--- config.mk ---
export PLATFORM = sky130hd
export DESIGN_NAME = vga_sync_rx
export DESIGN_NICKNAME = d
export VERILOG_FILES = /design/src/rtl/vga_sync_rx.sv
export SDC_FILE = /design/constraint.sdc
export NUM_CORES = 1
export LEC_CHECK = 0
export CAP_MARGIN = 20
export CORE_ASPECT_RATIO = 1.25
export CORE_UTILIZATION = 50
export DETAILED_ROUTE_END_ITERATION = 6
export GPL_TIMING_DRIVEN = 0
export PLACE_DENSITY_LB_ADDON = 0.15
export SYNTH_ARGS = -nofsm -noshare
export SYNTH_HDL_FRONTEND = slang
export SYNTH_SLANG_ARGS = --single-unit
--- constraint.sdc ---
create_clock -name clk_148Mhz -period 3.88 [get_ports clk_148Mhz]
set_input_delay 1.164 -clock clk_148Mhz [delete_from_list [all_inputs] [get_ports clk_148Mhz]]
set_output_delay 1.164 -clock clk_148Mhz [all_outputs]
set_load 0.05 [all_outputs]
--- src/rtl/vga_sync_rx.sv ---
// vga_sync_rx: recovers pixel coordinates from a VGA-style h/v sync pair.
// Sync inputs are edge-detected on their falling edges. Those edges realign
// free-running column/line counters. A four-state tracker
// (HUNT -> H_TRACK -> V_WAIT -> LOCKED) decides when the recovered timing
// can be trusted. Every output is registered with one cycle of latency.
// sync_err is registered alongside pix_x/pix_y, so a pulse reports the
// counter position at which the violation was detected.
module vga_sync_rx #(
  parameter int HV         = 1920,
  parameter int HFP        = 88,
  parameter int HSP        = 44,
  parameter int HBP        = 148,
  parameter int VV         = 1080,
  parameter int VFP        = 4,
  parameter int VSP        = 5,
  parameter int VBP        = 36,
  parameter int LOCK_LINES = 4
) (
  input  logic        clk_148Mhz,
  input  logic        reset,
  input  logic        h_sync,
  input  logic        v_sync,
  input  logic [3:0]  red,
  input  logic [3:0]  green,
  input  logic [3:0]  blue,
  output logic        pix_valid,
  output logic [10:0] pix_x,
  output logic [10:0] pix_y,
  output logic [3:0]  pix_red,
  output logic [3:0]  pix_green,
  output logic [3:0]  pix_blue,
  output logic        frame_start,
  output logic        locked,
  output logic        sync_err,
  output logic [7:0]  err_count
);

  localparam int H_MAX      = HV + HFP + HSP + HBP - 1;
  localparam int V_MAX      = VV + VFP + VSP + VBP - 1;
  localparam int H_SYNC_END = HV + HFP + HSP;
  localparam int V_SYNC_END = VV + VFP + VSP;

  localparam logic [11:0] HC_MAX      = 12'(H_MAX);
  localparam logic [11:0] HC_SYNC_END = 12'(H_SYNC_END);
  localparam logic [11:0] HC_EDGE     = 12'(H_SYNC_END - 1);
  localparam logic [11:0] HC_VIS      = 12'(HV);
  localparam logic [10:0] VC_MAX      = 11'(V_MAX);
  localparam logic [10:0] VC_SYNC_END = 11'(V_SYNC_END);
  localparam logic [10:0] VC_EDGE     = 11'(V_SYNC_END - 1);
  localparam logic [10:0] VC_VIS      = 11'(VV);
  localparam logic [3:0]  GOOD_TARGET = 4'(LOCK_LINES);

  typedef enum logic [1:0] {
    HUNT    = 2'd0,
    H_TRACK = 2'd1,
    V_WAIT  = 2'd2,
    LOCKED  = 2'd3
  } state_e;

  state_e      state_q, state_d;
  logic        hs_d_q, hs_d_d;
  logic        vs_d_q, vs_d_d;
  logic [11:0] hc_q, hc_d;
  logic [10:0] vc_q, vc_d;
  logic [3:0]  good_lines_q, good_lines_d;
  logic        pix_valid_q, pix_valid_d;
  logic [10:0] pix_x_q, pix_x_d;
  logic [10:0] pix_y_q, pix_y_d;
  logic [3:0]  pix_red_q, pix_red_d;
  logic [3:0]  pix_green_q, pix_green_d;
  logic [3:0]  pix_blue_q, pix_blue_d;
  logic        frame_start_q, frame_start_d;
  logic        sync_err_q, sync_err_d;
  logic [7:0]  err_count_q, err_count_d;

  logic hs_fall, vs_fall;
  logic h_at_edge, v_at_edge;
  logic h_bad, v_bad, h_good;

  // Falling-edge detect and classification against the expected edge slots.
  // A "bad" edge is either a fall in the wrong slot or a slot with no fall.
  always_comb begin
    hs_d_d    = h_sync;
    vs_d_d    = v_sync;
    hs_fall   = hs_d_q & ~h_sync;
    vs_fall   = vs_d_q & ~v_sync;
    h_at_edge = (hc_q == HC_EDGE);
    v_at_edge = (hc_q == HC_MAX) && (vc_q == VC_EDGE);
    h_bad     = hs_fall ^ h_at_edge;
    v_bad     = vs_fall ^ v_at_edge;
    h_good    = hs_fall & h_at_edge;
  end

  // Free-running column/line counters, realigned by the sync falling edges.
  always_comb begin
    hc_d = hc_q + 12'd1;
    if (hs_fall) begin
      hc_d = HC_SYNC_END;
    end else if (hc_q == HC_MAX) begin
      hc_d = '0;
    end

    vc_d = vc_q;
    if (vs_fall) begin
      vc_d = VC_SYNC_END;
    end else if (hc_q == HC_MAX) begin
      vc_d = (vc_q == VC_MAX) ? '0 : vc_q + 11'd1;
    end
  end

  // Lock tracker next-state logic; errors are only reported once LOCKED.
  always_comb begin
    state_d      = state_q;
    good_lines_d = good_lines_q;
    sync_err_d   = 1'b0;
    case (state_q)
      HUNT: begin
        if (hs_fall) begin
          state_d      = H_TRACK;
          good_lines_d = '0;
        end
      end
      H_TRACK: begin
        if (h_bad) begin
          state_d = HUNT;
        end else if (h_good) begin
          good_lines_d = good_lines_q + 4'd1;
          if (good_lines_d == GOOD_TARGET) begin
            state_d = V_WAIT;
          end
        end
      end
      V_WAIT: begin
        if (h_bad) begin
          state_d = HUNT;
        end else if (vs_fall) begin
          state_d = LOCKED;
        end
      end
      LOCKED: begin
        // A horizontal fault outranks a vertical one: one pulse, back to HUNT.
        if (h_bad) begin
          sync_err_d = 1'b1;
          state_d    = HUNT;
        end else if (v_bad) begin
          sync_err_d = 1'b1;
          state_d    = V_WAIT;
        end
      end
      default: state_d = HUNT;
    endcase
  end

  // Output stage next values: coordinates, colour, gated valid and the error counter.
  always_comb begin
    pix_x_d       = hc_q[10:0];
    pix_y_d       = vc_q;
    pix_red_d     = red;
    pix_green_d   = green;
    pix_blue_d    = blue;
    pix_valid_d   = (state_q == LOCKED) && (hc_q < HC_VIS) && (vc_q < VC_VIS);
    frame_start_d = pix_valid_d && (hc_q == 12'd0) && (vc_q == 11'd0);
    err_count_d   = err_count_q;
    if (sync_err_d && (err_count_q != 8'hFF)) begin
      err_count_d = err_count_q + 8'd1;
    end
  end

  // State register with synchronous active-low reset.
  always_ff @(posedge clk_148Mhz) begin
    if (!reset) begin
      state_q       <= HUNT;
      hs_d_q        <= 1'b0;
      vs_d_q        <= 1'b0;
      hc_q          <= '0;
      vc_q          <= '0;
      good_lines_q  <= '0;
      pix_valid_q   <= 1'b0;
      pix_x_q       <= '0;
      pix_y_q       <= '0;
      pix_red_q     <= '0;
      pix_green_q   <= '0;
      pix_blue_q    <= '0;
      frame_start_q <= 1'b0;
      sync_err_q    <= 1'b0;
      err_count_q   <= '0;
    end else begin
      state_q       <= state_d;
      hs_d_q        <= hs_d_d;
      vs_d_q        <= vs_d_d;
      hc_q          <= hc_d;
      vc_q          <= vc_d;
      good_lines_q  <= good_lines_d;
      pix_valid_q   <= pix_valid_d;
      pix_x_q       <= pix_x_d;
      pix_y_q       <= pix_y_d;
      pix_red_q     <= pix_red_d;
      pix_green_q   <= pix_green_d;
      pix_blue_q    <= pix_blue_d;
      frame_start_q <= frame_start_d;
      sync_err_q    <= sync_err_d;
      err_count_q   <= err_count_d;
    end
  end

  assign pix_valid   = pix_valid_q;
  assign pix_x       = pix_x_q;
  assign pix_y       = pix_y_q;
  assign pix_red     = pix_red_q;
  assign pix_green   = pix_green_q;
  assign pix_blue    = pix_blue_q;
  assign frame_start = frame_start_q;
  assign locked      = (state_q == LOCKED);
  assign sync_err    = sync_err_q;
  assign err_count   = err_count_q;

endmodule

; ---- Word-level counts from Yosys, hierarchy flattened
; Index checks and enable logic that the tools add are counted.
[totals]
output_inout_bits = 46
elab_cells = 83
inputBits = 16
regBits = 76
[op_classes]
n_addsub = 4
muxes = 21
order_cmp = 2
reduce_logical = 15
n_bitwise = 8
n_eq_ne = 16
[ops]
columns = cell, count
row1 = $mux W11, 3
row2 = $eq A12 B12 Y1 const B, 2
row3 = $mux W12, 2
row4 = $eq A11 B11 Y1 const B, 2
row5 = $mux W2, 8
row6 = $add A12 B1 Y12 const B, 1
row7 = $logic_not A12 Y1, 1
row8 = $lt A12 B11 Y1 const B, 1
row9 = $mux W4, 3
row10 = $add A11 B1 Y11 const B, 1
row11 = $logic_not A11 Y1, 1
row12 = $lt A11 B11 Y1 const B, 1
row13 = $ne A3 B3 Y1 const B, 3
row14 = $add A8 B1 Y8 const B, 1
row15 = $ne A8 B8 Y1 const B, 1
row16 = $pmux W2 S4, 1
row17 = $pmux W4 S2, 1
row18 = $logic_and A1 B1 Y1, 6
row19 = $ne A2 B2 Y1 const B, 3
row20 = $reduce_and A5 Y1, 1
row21 = $add A4 B1 Y4 const B, 1
row22 = $eq A2 B2 Y1 const B, 2
row23 = $eq A4 B3 Y1 const B, 1
row24 = $reduce_and A4 Y1, 1
row25 = other kinds (10), 18

; ---- Depth between registers and ports, before layout
[logic_depth]
ltp_word = 7
depth_mapped = 11
ltp_nobuf = 11

; ---- Least setup slack after synthesis
; No wires, ideal clock.
[synth_timing]
path_kind = register to register
from = register hc_q[3]
to = register good_lines_q[2]
stages_incl_launch_ff = 11
path_slack_ps = 995
path_buffers = 0
required_ps = 3752
setup_time_ps = 128
t_arrival_ps = 2757
path_cell_list = dfxtp_1 or3_4 or4_2 or3_1 ha_1 nor2b_1 nand2_1 a21oi_1 o21ai_0 a21oi_1 nor2_1
[synth_between]
elab_chain_cells = 4
word_cells_on_any_way = 6
[synth_rtl]
columns = element, line
row1 = start: declaration, 63  ; logic [11:0] hc_q, hc_d;
row2 = start signal: assignment, 175  ; hc_q <= '0;
row3 = start signal: assignment, 191  ; hc_q <= hc_d;
row4 = $eq A12 B12 Y1 (*), 87  ; h_at_edge = (hc_q == HC_EDGE);
row5 = $and A1 B1 Y1 or $xor A1 B1 Y1 (tied branches), "91, 89"
row6 = $ne A2 B2 Y1 (no source line), --
row7 = $reduce_and A4 Y1 (no source line) (*), --
row8 = end signal: assignment, 193  ; good_lines_q <= good_lines_d;
row9 = end: declaration, 65  ; logic [3:0] good_lines_q, good_lines_d;
; Mark *: on every way between the ends. The rest lies on a longest branch, timed or not.
; A chain may end at the register's enable or synchronous reset.

; ---- Worst setup path after layout
; Same ends and word-level chain as after synthesis.

==> run_summary.xml <==
<?xml version="1.0" encoding="UTF-8"?>
<metrics>
  <group name="finish">
    <metric name="multi_input_comb_area" unit="mm^2">0.00136</metric>
    <metric name="area_growth_syn_to_layout" unit="%">29.9</metric>
    <metric name="fillCellCount" unit="">507</metric>
    <metric name="layout.area.seq" unit="mm^2">0.00152</metric>
    <metric name="drive_gt1_share" unit="%">7.34</metric>
    <metric name="antennaDiodeCount" unit="">0</metric>
    <metric name="final_nets" unit="">414</metric>
  </group>
  <group name="timing">
    <metric name="min_period" unit="ns">3.21</metric>
    <metric name="max_freq" unit="GHz">0.312</metric>
    <metric name="worst_pin_slew" unit="ns">0.489</metric>
    <metric name="fin_setup_tns" unit="ns">0</metric>
    <metric name="clock-skew-final" unit="ns">0.00770</metric>
    <metric name="min_period_over_period" unit="%">82.7</metric>
    <metric name="final_max_slew_viol_count" unit="">0</metric>
    <metric name="rsz0062_at_grt" unit="">no</metric>
    <metric name="hold_violations" unit="">0</metric>
    <metric name="relative_slew_slack" unit="%">66.6</metric>
    <metric name="final-setup-viol-count" unit="">0</metric>
    <metric name="final.hold.worst_slack" unit="ns">0.476</metric>
  </group>
  <group name="power_and_ir_drop">
    <metric name="clkPwrFrac" unit="%">41.2</metric>
    <metric name="power_leakage" unit="nW">1.46</metric>
    <metric name="max-vdd-ir-drop" unit="mV">0.254</metric>
    <metric name="switching_share" unit="%">22.1</metric>
    <metric name="power_report.internal_total" unit="W">0.00122</metric>
    <metric name="p_comb_share" unit="%">7.5</metric>
    <metric name="part_of_the_total_power_dissipated_in_sequential_elements" unit="%">51.3</metric>
    <metric name="netSwitchingPower" unit="W">0.000348</metric>
    <metric name="cellPowerDensity" unit="mW/mm^2">401</metric>
  </group>
  <group name="detailed_routing">
    <metric name="vias_per_cell" unit="">5.21</metric>
    <metric name="wl_per_cell" unit="um">12.8</metric>
    <metric name="firstDrtPassIters" unit="">4</metric>
    <metric name="num_vias" unit="">2401</metric>
    <metric name="drt_iter0_drc" unit="">90</metric>
    <metric name="postRouteAntennaNets" unit="">0</metric>
    <metric name="drc_errors" unit="">0</metric>
    <metric name="finalWirelength" unit="mm">5.89</metric>
  </group>
  <group name="worst_setup_path">
    <metric name="family_with_the_most_delay_on_the_worst_path" unit="">simple AND/OR/NAND/NOR gates</metric>
    <metric name="worst_setup_path_end_kind" unit="">flop</metric>
    <metric name="worstPathCellList" unit="">or3_4, or4_2, or3_1, ha_1, nor2b_1, nand2_1, a21oi_1, o21ai_0, a21oi_1, nor2_1</metric>
    <metric name="classification_of_the_worst_setup_path" unit="">reg -&gt; reg</metric>
    <metric name="worst-path-max-fanout" unit="">7</metric>
    <metric name="timing.critical_path.slowest_cell_delay" unit="ns">0.56</metric>
    <metric name="critical_path_slowest_stage_cell" unit="">or4_2</metric>
    <metric name="cpMostUsedCell" unit="">a21oi_1</metric>
    <metric name="cp.arrival" unit="ns">3.43</metric>
    <metric name="worst_setup_path_start_kind" unit="">flop</metric>
    <metric name="cp.buffers_inverters" unit="">0</metric>
    <metric name="cp.required" unit="ns">4.10</metric>
  </group>
  <group name="clocking">
    <metric name="tritoncts" unit="">done</metric>
    <metric name="cts_setup_buffers" unit="">0</metric>
    <metric name="cts-resized-gates" unit="">0</metric>
    <metric name="cts_htree_levels" unit="">3</metric>
    <metric name="max-clock-path-buffers" unit="">2</metric>
    <metric name="cts_hold_buf" unit="">0</metric>
    <metric name="cts_made_buffers" unit="">9</metric>
    <metric name="clock_insertion_delay_worst_skew" unit="ns">0.34</metric>
    <metric name="clock_transition_at_path_regs" unit="ns">0.07</metric>
    <metric name="clk_root_buffer_cell" unit="">clkbuf_8</metric>
    <metric name="clock_sinks" unit="">76</metric>
  </group>
  <group name="synth">
    <metric name="synth_area_leaders" unit="">dfxtp_1, and2_1, nor2_1</metric>
    <metric name="netlist-cell-type-count" unit="">48</metric>
    <metric name="ys_seq_elements" unit="">76</metric>
    <metric name="synth_nets" unit="">343</metric>
    <metric name="yosysTopAreaCell" unit="">dfxtp_1</metric>
    <metric name="synth.yosys.seq_area_share" unit="%">50.5</metric>
    <metric name="synthFlopType" unit="">dfxtp_1</metric>
    <metric name="top_cell_type_s_share_of_synthesized_area" unit="%">50.5</metric>
    <metric name="async_reset_ff_share" unit="%">0</metric>
    <metric name="mappedNetlistArea" unit="mm^2">0.00302</metric>
    <metric name="postSynthCellCount" unit="">319</metric>
    <metric name="synth_warn" unit="">0</metric>
    <metric name="synth_edf_count" unit="">0</metric>
    <metric name="synthesis.area_per_instance" unit="um^2">9.45</metric>
  </group>
  <group name="global_route">
    <metric name="grt.total_usage" unit="%">19.6</metric>
    <metric name="grt_pass1_wl" unit="mm">9.54</metric>
    <metric name="grt-ovfl-total" unit="">0</metric>
    <metric name="grt_max_degree" unit="">13</metric>
    <metric name="first_global_vias" unit="">2079</metric>
    <metric name="number_of_antenna_violations_at_the_first_check_in_global_routing" unit="">0</metric>
  </group>
  <group name="die">
    <metric name="num_rows" unit="">31</metric>
    <metric name="initial_core_util" unit="%">51.8</metric>
    <metric name="die_h" unit="um">88.8</metric>
    <metric name="coreArea" unit="mm^2">0.00582</metric>
    <metric name="die-width" unit="um">71.5</metric>
    <metric name="die-area" unit="mm^2">0.00635</metric>
    <metric name="io_pins" unit="">62</metric>
  </group>
  <group name="job">
    <metric name="drv_cap" unit="">0</metric>
  </group>
  <group name="place">
    <metric name="global_placement_routability_congestion" unit="">0.792</metric>
    <metric name="hpwl" unit="mm">4.19</metric>
    <metric name="numPortBuffers" unit="">60</metric>
  </group>
  <group name="outcome">
    <metric name="outcome" unit="">completed</metric>
  </group>
  <group name="min_path">
    <metric name="hold_path.class" unit="">reg -&gt; reg</metric>
  </group>
</metrics>
[placed cells by master (no fill, tap or decap), types with 3 or more instances in the layout]
cell type        count
ha_1                 8
and3_1               3
nand3_1             13
a21oi_1             18
clkdlybuf4s50_1     60
clkbuf_8            10
inv_1               12
nand2b_1             4
nand2_1             14
or4_1                3
or3_1                9
a31oi_1              3
nor2b_1              3
nor2_1              37
nand4_1              5
o21ai_0             11
nor3b_1              3
and2_1              31
dfxtp_1             76
nor3_1               6
clkbuf_1            12
xor2_1              11
xnor2_1              6
[per-layer routing]
metal	GRT usage [%]	wire length, um
met5	0	0
met4	8.02	95
met3	5.81	352
met2	34.6	2870
met1	22.3	2580
[registers in the layout, indices dropped and copies added, names as in the netlist]
| register | count |
|---|---|
| pix_y_d | 11 |
| pix_blue | 4 |
| good_lines_q | 4 |
| frame_start | 1 |
| pix_valid | 1 |
| pix_x | 11 |
| pix_red | 4 |
| hs_d_q | 1 |
| state_q | 2 |
| pix_y | 11 |
| sync_err | 1 |
| pix_green | 4 |
| hc_q | 12 |
| err_count | 8 |
| vs_d_q | 1 |
[cell type report]
type / count / share of cell area (%)
Sequential cell: 76 / 38.8
Multi-Input combinational cell: 216 / 34.8
Timing Repair Buffer: 60 / 15.3
Clock buffer: 12 / 3.71
Buffer: 15 / 2.20
Tap cell: 66 / 2.11
Clock inverter: 4 / 1.85
Inverter: 12 / 1.15
[cell families after synthesis]
| kind of cell | after synthesis | share of synthesized area (%) |
|---|---|---|
| AO/OA/AOI/OAI | 41 | 8.09 |
| XOR/XNOR | 17 | 4.94 |
| adder cells (fa/ha/maj) | 8 | 3.32 |
| buffers and inverters | 27 | 4.36 |
| flip-flops | 76 | 50.5 |
| multiplexers | 2 | 0.705 |
| AND/OR/NAND/NOR | 148 | 28.1 |
[metrics by stage]
| step | instance area [um^2] | total power, W | utilization (%) | instances | setup slack, ns |
|---|---|---|---|---|---|
| global placement | 3700 | 0.000939 | 63.6 | 445 | 0.493 |
| floorplan | 3020 | 0.000895 | - | 319 | 0.995 |
| global route | 3920 | 0.00163 | 67.3 | 461 | 0.492 |
| finish | 3920 | 0.00157 | 67.3 | 461 | 0.671 |
| detailed placement | 3700 | 0.000942 | 63.6 | 445 | 0.441 |
| CTS | 3920 | 0.00159 | 67.3 | 461 | 0.670 |
[synthesized netlist by cell type, types with 2 or more instances]
master and n:
clkbuf_1 10, and4_1 2, ha_1 8, nand4_1 5, xnor2_1 6, or3_4 2
or3_1 9, nor2_1 37, nand3_1 13, dfxtp_1 76, o21ai_0 11, nand2_1 14
nor4_4 2, a21oi_1 18, nor4_1 2, a31oi_1 3, nand4b_1 2, inv_1 12
nor3_1 6, nand2b_1 4, or4_1 3, o31ai_1 2, xor2_1 11, nor2b_1 3
nor3b_1 3, and3_1 3, and2_1 31
[path summary, 6_finish.rpt]
kind	to	startpoint	slack, ns	cells past startpoint
max	good_lines_q[2]	hc_q[3]	0.67	10
max reg2reg	good_lines_q[2]	hc_q[3]	0.67	10
min reg2reg	hc_q[0]	hc_q[0]	0.48	1
min	hc_q[0]	hc_q[0]	0.48	1
[power groups by stage]
stage                     combinational, W  clock (W)  sequential (W)
after CTS                         0.000119   0.000661        0.000805
after detailed placement          0.000118          0        0.000823
after global routing              0.000127   0.000698        0.000807
final                             0.000118   0.000648        0.000805
after floorplan                  0.0000400          0        0.000855
after global placement            0.000117          0        0.000823
Note: power is estimated with default switching activity, not from simulation.
